<file path="src/rtl/alu_seq_pkg.sv">
// alu_seq_pkg
//   Shared definitions for the ALU request sequencer: FSM state encoding,
//   op-code boundary constants and the per-op latency helper.
package alu_seq_pkg;

  typedef enum logic [1:0] {
    ST_IDLE = 2'd0,
    ST_EXEC = 2'd1,
    ST_DONE = 2'd2
  } state_e;

  // Highest legal op; anything above gets an error response.
  localparam logic [3:0] OP_MAX      = 4'd9;
  // First op that runs on a multi-cycle ALU unit.
  localparam logic [3:0] OP_MC_FIRST = 4'd8;

  // Cycles spent in EXEC for a legal op.
  function automatic int unsigned op_latency(input logic [3:0] op,
                                             input int unsigned mc_lat);
    return (op >= OP_MC_FIRST) ? mc_lat : 32'd1;
  endfunction

endpackage

</file>
<file path="src/rtl/alu_sequencer.sv">
// alu_sequencer
//   Accepts one ALU request at a time, drives the latched operands and the
//   result-mux select to the externally instantiated ALU units, waits the
//   op's latency, captures the mux output and presents it as a response.
//
// Ports
//   clk, rst               clock, synchronous active-high reset
//   req_valid/req_ready    request handshake (ready only while idle)
//   req_op, req_a, req_b   op code (legal 0..9) and operands
//   op_a, op_b             latched operands to every ALU unit
//   selec_alu              select for the 10-input result mux (never > 9)
//   alu_result             mux output, sampled on the last EXEC cycle
//   rsp_valid/rsp_ready    response handshake
//   rsp_result, rsp_err    captured result, illegal-op flag
module alu_sequencer
  import alu_seq_pkg::*;
#(
  parameter int N      = 4,
  parameter int MC_LAT = 3
) (
  input  logic         clk,
  input  logic         rst,
  input  logic         req_valid,
  output logic         req_ready,
  input  logic [3:0]   req_op,
  input  logic [N-1:0] req_a,
  input  logic [N-1:0] req_b,
  output logic [N-1:0] op_a,
  output logic [N-1:0] op_b,
  output logic [3:0]   selec_alu,
  input  logic [N-1:0] alu_result,
  output logic         rsp_valid,
  input  logic         rsp_ready,
  output logic [N-1:0] rsp_result,
  output logic         rsp_err
);

  localparam int CW = $clog2(MC_LAT + 1);

  state_e         r_state;
  logic [CW-1:0]  r_cnt;
  logic [3:0]     r_sel;
  logic [N-1:0]   r_a;
  logic [N-1:0]   r_b;
  logic [N-1:0]   r_result;
  logic           r_err;

  logic           w_op_legal;
  logic [CW-1:0]  w_cnt_load;

  assign w_op_legal = (req_op <= OP_MAX);
  // Counter holds "cycles remaining after this one", so load latency-1.
  assign w_cnt_load = CW'(op_latency(req_op, MC_LAT) - 32'd1);

  always_ff @(posedge clk) begin
    if (rst) begin
      r_state  <= ST_IDLE;
      r_cnt    <= '0;
      r_sel    <= 4'd0;
      r_a      <= '0;
      r_b      <= '0;
      r_result <= '0;
      r_err    <= 1'b0;
    end else begin
      case (r_state)
        ST_IDLE: begin
          if (req_valid) begin
            if (w_op_legal) begin
              r_sel   <= req_op;
              r_a     <= req_a;
              r_b     <= req_b;
              r_cnt   <= w_cnt_load;
              r_state <= ST_EXEC;
            end else begin
              // Illegal op: leave select/operands alone so the mux input
              // stays on a driven unit; answer immediately with an error.
              r_result <= '0;
              r_err    <= 1'b1;
              r_state  <= ST_DONE;
            end
          end
        end
        ST_EXEC: begin
          if (r_cnt == '0) begin
            r_result <= alu_result;
            r_err    <= 1'b0;
            r_state  <= ST_DONE;
          end else begin
            r_cnt <= r_cnt - 1'b1;
          end
        end
        ST_DONE: begin
          if (rsp_ready) begin
            r_state <= ST_IDLE;
          end
        end
        default: r_state <= ST_IDLE;
      endcase
    end
  end

  assign req_ready  = (r_state == ST_IDLE);
  assign rsp_valid  = (r_state == ST_DONE);
  assign selec_alu  = r_sel;
  assign op_a       = r_a;
  assign op_b       = r_b;
  assign rsp_result = r_result;
  assign rsp_err    = r_err;

endmodule

</file>
<file path="config.mk">
export PLATFORM = sky130hd
export DESIGN_NAME = alu_sequencer
export DESIGN_NICKNAME = d
export VERILOG_FILES = /design/src/rtl/alu_seq_pkg.sv /design/src/rtl/alu_sequencer.sv
export SDC_FILE = /design/constraint.sdc
export NUM_CORES = 1
export LEC_CHECK = 0
export BUFFER_PORTS_ARGS = -buffer_cell sky130_fd_sc_hd__buf_2
export CAP_MARGIN = 15
export CORE_MARGIN = 10
export CORE_UTILIZATION = 45
export DETAILED_ROUTE_END_ITERATION = 6
export HOLD_SLACK_MARGIN = 0.08
export PLACE_DENSITY = 0.77
export SYNTH_ARGS = -nofsm -noshare
export SYNTH_HDL_FRONTEND = slang
export SYNTH_SLANG_ARGS = --single-unit
</file>
<file path="constraint.sdc">
create_clock -name clk -period 2 [get_ports clk]
set_input_delay 0.3 -clock clk [delete_from_list [all_inputs] [get_ports clk]]
set_output_delay 0.3 -clock clk [all_outputs]
set_load 0.005 [all_outputs]
</file>
==> impl_metrics.csv <==
group,metric,value,unit
status,status,"finished clean",
worst_setup_path,endpoint_kind,"register",
timing,setup_ws,0.3253,ns
global_route,grt_use_total,10.48,%
timing,tightest_slew,0.7546,ns
drt,drc,0,
logic_synthesis,syn_area,884.6,um2
logic_synthesis,yosys_warnings,0,
logic_synthesis,ys_ff_latch,21,
global_route,overflow,0,
worst_setup_path,worstSetupStartpointType,"register",
clock_network,clockBufferDepth,2,
drt,num_vias,812,
clock_network,numCtsBuffers,3,
placement,place_inst,152,
timing,report.final.slew_viol_count,0,
timing,fin_skew,0.005475,ns
clock_network,clkSlewWorstSetupHoldPaths,0.12,ns
power,ir_drop,0.5050,mV
logic_synthesis,yosysUniqueCellTypes,26,
placement,dp_hpwl,1768,um
power,cellLeakagePower,0.0004997,uW
floorplan,ios,39,
timing,rsz0062_at_grt,"no",
clock_network,cts_setup_buffers,0,
finish,final_layout_size_suffix_gt1_share,35.11,%
drt,routed_wl,2252,um
global_route,grt_max_degree,23,
drt,drt-initial-drc-count,26,
floorplan,die_area,4139,um2
timing,slew_headroom,48.98,%
timing,hold_violations,0,
global_route,grt_pass1_vias,837,
floorplan,die_y,64.34,um
finish,most-common-layout-cells,"buf_2, nand2_1, dfxtp_1, mux2i_1, a21oi_1",
logic_synthesis,synth_nets,114,
finish,fin_util,60.69,%
floorplan,die_w,64.34,um
drt,drtPass1Iterations,7,
finish,final_common_cell,"buf_2",
floorplan,core,1802,um2
finish,nets,152,
worst_setup_path,critical_path_class,"register to register",
timing,fin_crit_sh,83.73,%
timing,setup_viol,0,
drt,wl_met2,1150,um
finish,instances_no_fill,156,
drt,avgViaCountPerCell,5.205,
timing,tns,0,ns
global_route,antenna_found_initial,0,
clock_network,cts_max_level,1,
worst_hold_path,hp-class,"input port to register",
power,powerDensity,731.3,nW/um2
finish,antenna_cells,0,
clock_network,clk_latency,0.30,ns
logic_synthesis,ys_seq_area_share,47.52,%
clock_network,cts_hold_buf,0,
logic_synthesis,syn_avg_cell_area,9.411,um2
placement,dpl_worst_slack,0.3685,ns
clock_network,cts_tree,"done",
clock_network,cts-root-buf,"clkbuf_4",
clock_network,cts.sinks,21,
drt,dr.max_layer_used,"met4",
placement,io_buffers,38,
flow_run,drv_cap,0,
finish,syn_to_final_growth,23.62,%
drt,route.layer.met1.wl,906,um
global_route,grt_pass1_wl,3553,um
placement,place_congestion,0.7629,
drt,routedWlPerCell,14.44,um
floorplan,rows,15,
worst_setup_path,worstPathArrival,1.90,ns
timing,fmax,597.1,MHz
timing,min_period,1.675,ns
worst_setup_path,required,2.23,ns
worst_setup_path,path_max_fanout,12,
drt,wl_met3,165,um
clock_network,cts_resized,0,
logic_synthesis,syn-instance-count,94,
drt,ant_nets,0,
floorplan,initial_core_util,49.10,%
## cells in the mapped netlist, drive strengths merged
library cell | n | share of area (%)
o221a | 1 | 1.3
o211ai | 4 | 3.4
clkbuf | 4 | 1.7
and2b | 1 | 0.85
or3b | 1 | 0.99
o32ai | 1 | 0.99
nor4b | 3 | 3.0
nor2b | 2 | 2.3
o21a | 2 | 1.7
a31oi | 1 | 0.71
a21oi | 6 | 3.4
nand2b | 2 | 1.4
or4b | 1 | 1.1
o21ai | 2 | 1.1
mux2i | 9 | 10
a31o | 2 | 2.0
or2 | 1 | 0.71
nand2 | 24 | 10
dfxtp | 21 | 48
nor2 | 1 | 0.42
buf | 2 | 3.5
nand3 | 2 | 1.1
inv | 1 | 0.42
## sequential cells by signal, summed over array words and instances (netlist names)
name	count
op_b	4
selec_alu	4
op_a	4
rsp_err	1
r_cnt	2
rsp_result	4
r_state	2
## cell families (layout without fill, tap and decap cells)
family / after synthesis / in the layout / share of synthesized area [%]
AND/OR/NAND/NOR: 38 / 38 / 22.07
buffers and inverters: 7 / 44 / 5.657
multiplexers: 9 / 9 / 10.18
AO/OA/AOI/OAI: 19 / 19 / 14.57
flip-flops: 21 / 21 / 47.52
## worst max-delay path: stages, from the launching register on
cell and delay, ns:
dfxtp_1 0.38, or3b_1 0.55, nor2b_4 0.43, mux2i_1 0.24
## stage by stage
step                      power [uW]  hold slack [ns]  cell area (um2)
after floorplan                556.6           0.4405            884.6
after global placement         601.1           0.4424             1067
final                          799.7           0.2290             1094
after detailed placement       606.7           0.4469             1067
after global routing           844.3           0.2134             1094
after CTS                      805.0           0.2253             1094
## per-layer routing
metal,GRT usage (%),vias up
met2,17.86,29
met1,10.87,377
li1,-,402
met4,4.011,0
met5,0,-
met3,5.052,4
## final cells by class
| cell class | instances | area (um2) |
|---|---|---|
| timing repair buffer | 39 | 197.7 |
| fill | 174 | 708.2 |
| clock buffer | 4 | 26.28 |
| inverter | 1 | 3.754 |
| sequential | 21 | 420.4 |
| tap | 25 | 31.28 |
| multi-input combinational | 66 | 414.1 |
## power by group
group          internal (uW)  switching, uW
clock network           77.6            126
registers                444           17.5
logic                   65.3           69.5
## worst paths after layout
check,startpoint,slack (ns),depth (start not counted),endpoint
max,r_state[1],0.33,3,op_b[0]
min reg2reg,op_a[2],0.47,2,op_a[2]
max reg2reg,r_state[1],0.33,3,op_b[0]
min,alu_result[0],0.23,3,rsp_result[0]
(Power assumes the default switching activity.)
